<file path="src/rtl/clk_div_pkg.sv">
// clk_div_pkg: shared FSM states and half-period helper for multi_clock_divider
package clk_div_pkg;
   typedef enum logic [1:0] {IDLE, DIV, APPLY} state_t;
   localparam longint unsigned MIN_H = 1;
   function automatic longint unsigned half_period(longint unsigned base, longint unsigned speed);
      longint unsigned q;
      q = base / (2 * speed);
      return (q < MIN_H) ? MIN_H : q;
   endfunction
endpackage

</file>
<file path="src/rtl/clk_div_calc.sv">
// clk_div_calc: iterative restoring unsigned divider, one quotient bit per cycle
module clk_div_calc #(
   parameter int CNT_W = 32
) (
   input  logic             inClock,
   input  logic             reset,
   input  logic             start,
   input  logic [CNT_W-1:0] dividend,
   input  logic [CNT_W:0]   divisor,
   output logic             done,
   output logic [CNT_W-1:0] quotient
);
   localparam int IW = $clog2(CNT_W + 1);
   logic [CNT_W:0]   rem, div_r, rem_in, dv, rem_nx;
   logic [CNT_W-1:0] q_in, q_nx;
   logic [CNT_W+1:0] trial;
   logic [IW-1:0]    iter;
   logic             ge;
   // the first iteration runs on the start edge itself, straight from the inputs
   always_comb begin
      rem_in = start ? '0 : rem;
      q_in   = start ? dividend : quotient;
      dv     = start ? divisor : div_r;
      trial  = {rem_in, q_in[CNT_W-1]};
      ge     = trial >= {1'b0, dv};
      rem_nx = ge ? (CNT_W+1)'(trial - {1'b0, dv}) : trial[CNT_W:0];
      q_nx   = CNT_W'({q_in, ge});
   end
   always_ff @(posedge inClock or negedge reset) begin
      if (!reset) begin
         rem      <= '0;
         div_r    <= '0;
         quotient <= '0;
         iter     <= '0;
         done     <= 1'b0;
      end else begin
         done <= 1'b0;
         if (start) begin
            rem      <= rem_nx;
            quotient <= q_nx;
            div_r    <= divisor;
            iter     <= IW'(CNT_W - 1);
            done     <= (CNT_W == 1);
         end else if (iter != '0) begin
            rem      <= rem_nx;
            quotient <= q_nx;
            iter     <= iter - IW'(1);
            done     <= (iter == IW'(1));
         end
      end
   end
endmodule

</file>
<file path="src/rtl/multi_clock_divider.sv">
// multi_clock_divider: N-channel programmable square clock / tick generator
module multi_clock_divider
   import clk_div_pkg::*;
#(
   parameter int BASE_SPEED    = 200000000,
   parameter int CHANNELS      = 4,
   parameter int SPEED_W       = 20,
   parameter int CNT_W         = 32,
   parameter int DEFAULT_SPEED = 100,
   localparam int CH_W         = (CHANNELS > 1) ? $clog2(CHANNELS) : 1
) (
   input  logic                inClock,
   input  logic                reset,
   input  logic                cfg_valid,
   output logic                cfg_ready,
   input  logic [CH_W-1:0]     cfg_channel,
   input  logic [SPEED_W-1:0]  cfg_speed,
   input  logic [CHANNELS-1:0] enable,
   input  logic                sync,
   output logic [CHANNELS-1:0] outClock,
   output logic [CHANNELS-1:0] tick,
   output logic                speed_err
);
   localparam logic [CNT_W-1:0] DEF_H = CNT_W'(half_period(BASE_SPEED, DEFAULT_SPEED));
   localparam logic [CNT_W-1:0] ONE   = CNT_W'(1);
   state_t           state;
   logic [CH_W-1:0]  ch_r;
   logic [CNT_W-1:0] thr [CHANNELS];
   logic [CNT_W-1:0] cnt [CHANNELS];
   logic [CNT_W-1:0] quotient, h_new;
   logic             bad_req, start, done, apply;
   assign cfg_ready = (state == IDLE);
   assign bad_req   = (cfg_speed == '0) || (int'(cfg_channel) >= CHANNELS);
   assign start     = cfg_valid && cfg_ready && !bad_req;
   assign apply     = (state == APPLY);
   assign h_new     = (quotient == '0) ? CNT_W'(MIN_H) : quotient;
   clk_div_calc #(.CNT_W(CNT_W)) u_calc (
      .inClock (inClock),
      .reset   (reset),
      .start   (start),
      .dividend(CNT_W'(BASE_SPEED)),
      .divisor ((CNT_W+1)'({cfg_speed, 1'b0})),
      .done    (done),
      .quotient(quotient)
   );
   always_ff @(posedge inClock or negedge reset) begin
      if (!reset) begin
         state     <= IDLE;
         ch_r      <= '0;
         speed_err <= 1'b0;
      end else begin
         speed_err <= 1'b0;
         case (state)
            IDLE: if (cfg_valid) begin
               if (bad_req) speed_err <= 1'b1;
               else begin
                  state <= DIV;
                  ch_r  <= cfg_channel;
               end
            end
            DIV: if (done) begin
               state     <= APPLY;
               speed_err <= (quotient == '0);
            end
            default: state <= IDLE;
         endcase
      end
   end
   // sync and disable win over counting; an APPLY keeps the current level
   always_ff @(posedge inClock or negedge reset) begin
      if (!reset) begin
         for (int i = 0; i < CHANNELS; i++) begin
            thr[i] <= DEF_H;
            cnt[i] <= '0;
         end
         outClock <= '0;
         tick     <= '0;
      end else begin
         for (int i = 0; i < CHANNELS; i++) begin
            if (apply && int'(ch_r) == i) thr[i] <= h_new;
            if (!enable[i] || sync) begin
               cnt[i]      <= '0;
               outClock[i] <= 1'b0;
               tick[i]     <= 1'b0;
            end else if (apply && int'(ch_r) == i) begin
               cnt[i]  <= '0;
               tick[i] <= 1'b0;
            end else if (cnt[i] == thr[i] - ONE) begin
               cnt[i]      <= '0;
               outClock[i] <= ~outClock[i];
               tick[i]     <= ~outClock[i];
            end else begin
               cnt[i]  <= cnt[i] + ONE;
               tick[i] <= 1'b0;
            end
         end
      end
   end
endmodule

</file>
<file path="config.mk">
export PLATFORM = sky130hd
export DESIGN_NAME = multi_clock_divider
export DESIGN_NICKNAME = d
export VERILOG_FILES = /design/src/rtl/clk_div_pkg.sv /design/src/rtl/clk_div_calc.sv /design/src/rtl/multi_clock_divider.sv
export SDC_FILE = /design/constraint.sdc
export NUM_CORES = 1
export LEC_CHECK = 0
export ABC_AREA = 1
export CORE_UTILIZATION = 55
export CTS_CLUSTER_SIZE = 16
export DETAILED_ROUTE_END_ITERATION = 10
export PLACE_DENSITY = 0.72
export SLEW_MARGIN = 30
export SYNTH_ARGS = -nofsm -noshare
export SYNTH_HDL_FRONTEND = slang
export SYNTH_SLANG_ARGS = --single-unit
</file>
<file path="constraint.sdc">
create_clock -name inClock -period 5.4 [get_ports inClock]
set_input_delay 1.62 -clock inClock [delete_from_list [all_inputs] [get_ports inClock]]
set_output_delay 1.62 -clock inClock [all_outputs]
set_load 0.02 [all_outputs]
</file>
=== After elaboration in Yosys (flattened, before gate mapping) ===
Cells that the tools add are included.
Widths: inputs -> output; s select.

* Register bits after elaboration: 374
* Output and inout port bits: 10
* Bits of input ports: 30

* $lt $le $gt $ge: 1
* Bitwise logic cells: 5
* Reduce and logical (&&, ||, !) cells: 31
* $add $sub $neg: 10
* Muxes and demuxes: 57
* Eq/ne operators: 17

{| class="wikitable"
|+ Operators with widths
! operator !! count
|-
| $mux 32 || 16
|-
| $mux 33 || 5
|-
| $add 32x1->32 const B || 4
|-
| $eq 32x32->1 || 4
|-
| $sub 32x1->32 const B || 4
|-
| $ge 34x33->1 || 1
|-
| $sub 33x33->33 || 1
|-
| $logic_not 32->1 || 1
|-
| $mux 1 || 29
|-
| $logic_not 20->1 || 1
|-
| $mux 6 || 2
|-
| $ne 2x1->1 const B || 5
|-
| $reduce_bool 2->1 || 5
|-
| $reduce_and 2->1 || 4
|-
| $eq 2x2->1 const B || 3
|-
| $eq 6x1->1 const B || 1
|-
| $logic_and 1x1->1 || 6
|-
| $mux 2 || 3
|-
| $reduce_and 3->1 || 2
|-
| $reduce_bool 6->1 || 1
|-
| $sub 6x1->6 const B || 1
|-
| $logic_not 1->1 || 5
|-
| $not 1->1 || 5
|-
| $eq 2x1->1 const B || 2
|-
| other kinds (5) || 10
|}

=== Longest topological paths before layout ===
* Depth after elaboration: 8
* Depth in mapped cells: 26
* Mapped depth without buffers: 23

=== Hierarchy ===
A second synthesis with hierarchy kept.

* Cell total of the unflattened synthesis: 4065
* Area, all modules: 26965.9 sq um

{| class="wikitable"
|+ Modules (own cells, without submodules)
! module !! cells an instance !! times used !! area an instance (sq um) !! sequential area each (sq um)
|-
| multi_clock_divider || 2891 || 1 || 19234.7 || 6766.5
|-
| clk_div_calc || 1174 || 1 || 7731.2 || 2627.5
|}

=== Least setup slack after synthesis ===
No wires, ideal clock.

* Path kind: input -> register
* Start point: input port cfg_speed[11]
* End point: register u_calc.rem[20]
* Arrival: 4755 ps
* Required time: 5282 ps
* Path buffers: 4
* Setup time: 118 ps
* Stages: 22
* Slack: 527 ps
* Cell sequence: nor4_1 nand4_1 nand2_1 buf_2 inv_1 clkbuf_1 buf_2 nor2_1 ha_1 inv_1 fa_1 nand3_1 nand3_1 a21oi_1 o21bai_1 nand4_1 nand3_1 nand2_2 clkbuf_1 nand3_1 nand3_1 nand2_1

* Word-level cells in the longest chain between the ends: 8

{| class="wikitable"
|+ Ends and longest elaborated chain
! what !! RTL line !! text
|-
| from (decl) || multi_clock_divider.sv:17 || <nowiki>input logic [SPEED_W-1:0] cfg_speed,</nowiki>
|-
| $logic_not 20->1 * || multi_clock_divider.sv:33 || <nowiki>assign bad_req = (cfg_speed == '0) || (int'(cfg_channel) >= CHANNELS);</nowiki>
|-
| $logic_not 1->1 * || multi_clock_divider.sv:34 || <nowiki>assign start = cfg_valid && cfg_ready && !bad_req;</nowiki>
|-
| $logic_and 1x1->1 * || multi_clock_divider.sv:34 ||
|-
| $mux 33 * || -- ||
|-
| named net u_calc.dv[0] || clk_div_calc.sv:14 || <nowiki>logic [CNT_W:0] rem, div_r, rem_in, dv, rem_nx;</nowiki>
|-
| $sub 33x33->33 / $ge 34x33->1 (equally long branches) || clk_div_calc.sv:26, clk_div_calc.sv:25 ||
|-
| $mux 33 * || clk_div_calc.sv:26 || <nowiki>rem_nx = ge ? (CNT_W+1)'(trial - {1'b0, dv}) : trial[CNT_W:0];</nowiki>
|-
| $mux 33 || clk_div_calc.sv:44 || <nowiki>end else if (iter != '0) begin</nowiki>
|-
| $mux 33 * || clk_div_calc.sv:38 || <nowiki>if (start) begin</nowiki>
|-
| to (signal assigned) || clk_div_calc.sv:39 || <nowiki>rem <= rem_nx;</nowiki>
|-
| to (signal assigned) || clk_div_calc.sv:45 || <nowiki>rem <= rem_nx;</nowiki>
|-
| to (decl) || clk_div_calc.sv:14 ||
|}

The timed path passes the listed nets; every way through them passes the cells marked *. The select of a mux whose other input is x is not followed.
A chain may end at the register's enable or synchronous reset.

=== Final worst setup path ===
* Start point: input port cfg_speed[11]
* End point: register u_calc.rem[30]

* Word-level cells in the longest chain between the ends: 8

{| class="wikitable"
|+ Ends and longest elaborated chain
! what !! RTL line !! text
|-
| $logic_not 20->1 || multi_clock_divider.sv:33 ||
|-
| $logic_not 1->1 || multi_clock_divider.sv:34 ||
|-
| $logic_and 1x1->1 || multi_clock_divider.sv:34 ||
|-
| $mux 32 (tied with other cells) || clk_div_calc.sv:22 || <nowiki>q_in = start ? dividend : quotient;</nowiki>
|-
| $sub 33x33->33 / $ge 34x33->1 (equally long branches) || clk_div_calc.sv:26, clk_div_calc.sv:25 ||
|-
| $mux 33 || clk_div_calc.sv:26 ||
|-
| $mux 33 || clk_div_calc.sv:44 ||
|-
| $mux 33 || clk_div_calc.sv:38 ||
|}

Parallel ways exist; a longest one is shown, timed or not. The select of a mux whose other input is x is not followed.

==> results.txt <==
Initial Util: 0.559
leakage: 14.0 nW
final hold slack: 0.474 ns
CP required: 5.86 ns
max_slew headroom: 0.378
Worst setup EP type: register
vias in the first global route: 22,120
Synth Instances: 3,659
Total GRT Usage: 0.303
top-count cell post-synth: nand2_1
Pre-antenna DRT Iters: 6
1st-iter DRT viols: 2,105
Worst Setup Start Kind: input port
Hold Fails Final Rpt: 0
CTS tree: built
EDFF count, synth: 0
cts repair resizes: 0
critical-path cell list: clkdlybuf4s50_1 -> nor4_1 -> nand4_1 -> nand2_1 -> inv_1 -> buf_12 -> or2_2 -> o21ai_0 -> ha_1 -> nand3_1 -> nand3_1 -> a21oi_1 -> buf_4 -> o21ai_0 -> nand3_1 -> nand2_1 -> xor2_1 -> nand2_1 -> nand3_1 -> nand2_1
Clock transition at path regs: 0.06 ns
clock buffer depth: 3
Worst Hold Class: reg2reg
Synth area leaders: dfrtp_1, nand2_1, nor2_1
cell accounting for the most synthesized area: dfrtp_1
YS warnings: 0
worst stage delay on the critical path: 0.51 ns
Final Net Count: 3,807
post-route total power: 0.0153 W
clock root buffer: clkbuf_16
die span in x: 217 um
Die Area: 47,200 sq um
unrepaired setup endpoints after global routing: no
Synth top area share: 0.340
clk_skew: 0.0169 ns
core footprint: 45,600 sq um
# DRC: 0
first-pass GRT wire length: 115 mm
insertion delay to the later sink of the worst-skew pair: 0.59 ns
WL/cell: 16.1 um
ant diodes: 0
peak supply drop: 0.501 mV
Worst Path Arrival: 5.36 ns
Final min period: 4.90 ns
largest net degree at the start of global routing: 104
Detail Placement HPWL: 52.6 mm
antenna viol nets, final: 0
Worst Max-Slew Pin Slew: 0.927 ns
ys async rst share: 1.00
ratio of cells with drive above 1 in the final layout: 0.0820
FP Rows: 78
final setup fails: 0
# IOs: 40
Via Count: 23,452
CP Class: in2reg
MaxCap Viol Count: 0
synthesized cell area: 25,500 sq um
area grow syn2layout: 11.1%
Fmax achieved: 0.204 GHz
initial antenna violation count: 1
worst-path fanout max: 14
vias per cell: 5.37
Die Ht: 217 um
final core occ: 0.621
Pwr per Cell Area: 540 nW/um^2
Crit-path slowest cell: o21ai_0
Tcrit/Tclk final: 0.908
CTS H-tree depth: 2
remaining global-route overflow: 0
Mapped Nets: 3,734
Post-synth top cells: nand2_1, nor2_1, inv_1, dfrtp_1, o21ai_0
Mapped Avg Cell Area: 6.96 sq um
status: finished, final reports clean
final WL: 70.1 mm
main flop type after synthesis: dfrtp_1
Fillers: 4,228
post-CTS setup buffer count: 0
share of the yosys chip area belonging to registers: 0.369
Post-CTS Hold Buffers: 0
synthesized flop and latch total: 374
CTS buffer count: 43
Netlist cell types: 56
# port buffers: 39
gp weighted congestion: 0.994
Slew Limit Fails: 0
clock tree sinks: 374
Total Neg Setup Slack: 0 ns
placed cells by master, fill, tap and decap left out, types with 59 or more instances in the layout:
cell type and count:
nor2_1 531, o21ai_0 217, xnor2_1 69, a21oi_1 59
nand3_1 211, nand2_1 981, xor2_1 198, nor3_1 68
nand4_1 88, dfrtp_1 346, inv_1 457
registers in the layout, summed over array words and instances, names as in the netlist:
name,cells
ch_r,2
cnt,128
outClock,4
speed_err,1
state,2
thr,128
tick,4
u_calc.div_r,33
u_calc.done,1
u_calc.iter,6
u_calc.quotient,32
u_calc.rem,33
area by class of cell:
| type | count | area [sq um] | area share |
|---|---|---|---|
| inverters | 462 | 1740 | 0.0613 |
| multi-input cells | 2748 | 14000 | 0.494 |
| clock buffers | 56 | 1230 | 0.0433 |
| flip-flops and latches | 374 | 9390 | 0.332 |
| well taps | 600 | 751 | 0.0265 |
| repair buffers | 103 | 963 | 0.0340 |
| clock inverters | 23 | 245 | 0.00866 |
power breakdown:
part | internal (W) | leakage, nW | switching [W] | total [W]
Sequential | 0.00332 | 4.77 | 0.000410 | 0.00373
Clock | 0.00180 | 0.724 | 0.00126 | 0.00307
Combinational | 0.00301 | 8.50 | 0.00548 | 0.00848
Total | 0.00813 | 14.0 | 0.00715 | 0.0153
path summary, 6_finish.rpt:
check	depth (start not counted)	from	slack (ns)	end
setup / recovery	20	cfg_speed[11]	0.50	u_calc.rem[30]
hold / removal	2	u_calc.div_r[24]	0.47	u_calc.div_r[24]
setup reg to reg	20	state[0]	1.84	u_calc.rem[30]
hold reg to reg	2	u_calc.div_r[24]	0.47	u_calc.div_r[24]
max in group asynchronous	2	reset	3.39	cnt[14]
min in group asynchronous	1	reset	1.03	cnt[59]
metrics by stage:
stage / setup WS, ns / std cells / area (sq um)
2_1_floorplan: 0.527 / 3659 / 25500
6_report: 0.498 / 4366 / 28300
3_5_place_dp: -0.00665 / 4287 / 26800
3_3_place_gp: -0.0151 / 4287 / 26800
5_1_grt: 0.246 / 4366 / 28300
4_1_cts: 0.598 / 4366 / 28300
worst max-delay path, delay by kind of cell:
family	cells	cell delay (ns)
and+or+nand+nor	11	1.69
buffers and inverters	4	0.85
AOI/OAI and AO/OA	3	0.74
adders and majority gates	1	0.29
xor gates and xnor gates	1	0.17
routing by layer:
metal	part of all wire	GRT usage	vias up
met5	0	0	-
met4	0.027	0.0899	0
met3	0.060	0.0400	116
met2	0.44	0.475	626
met1	0.47	0.437	10935
li1	-	-	11775
cells by family (layout without fill, tap and decap cells):
| kind of cell | count (synthesis) | after routing | synth area share |
|---|---|---|---|
| AOI/OAI and AO/OA | 349 | 349 | 0.0739 |
| and+or+nand+nor | 2087 | 2087 | 0.360 |
| adders and majority gates | 45 | 45 | 0.0224 |
| xor gates and xnor gates | 267 | 267 | 0.0918 |
| buffers and inverters | 537 | 644 | 0.0831 |
| DFF | 374 | 374 | 0.369 |
No activity file was read; power rests on OpenSTA's default activity.
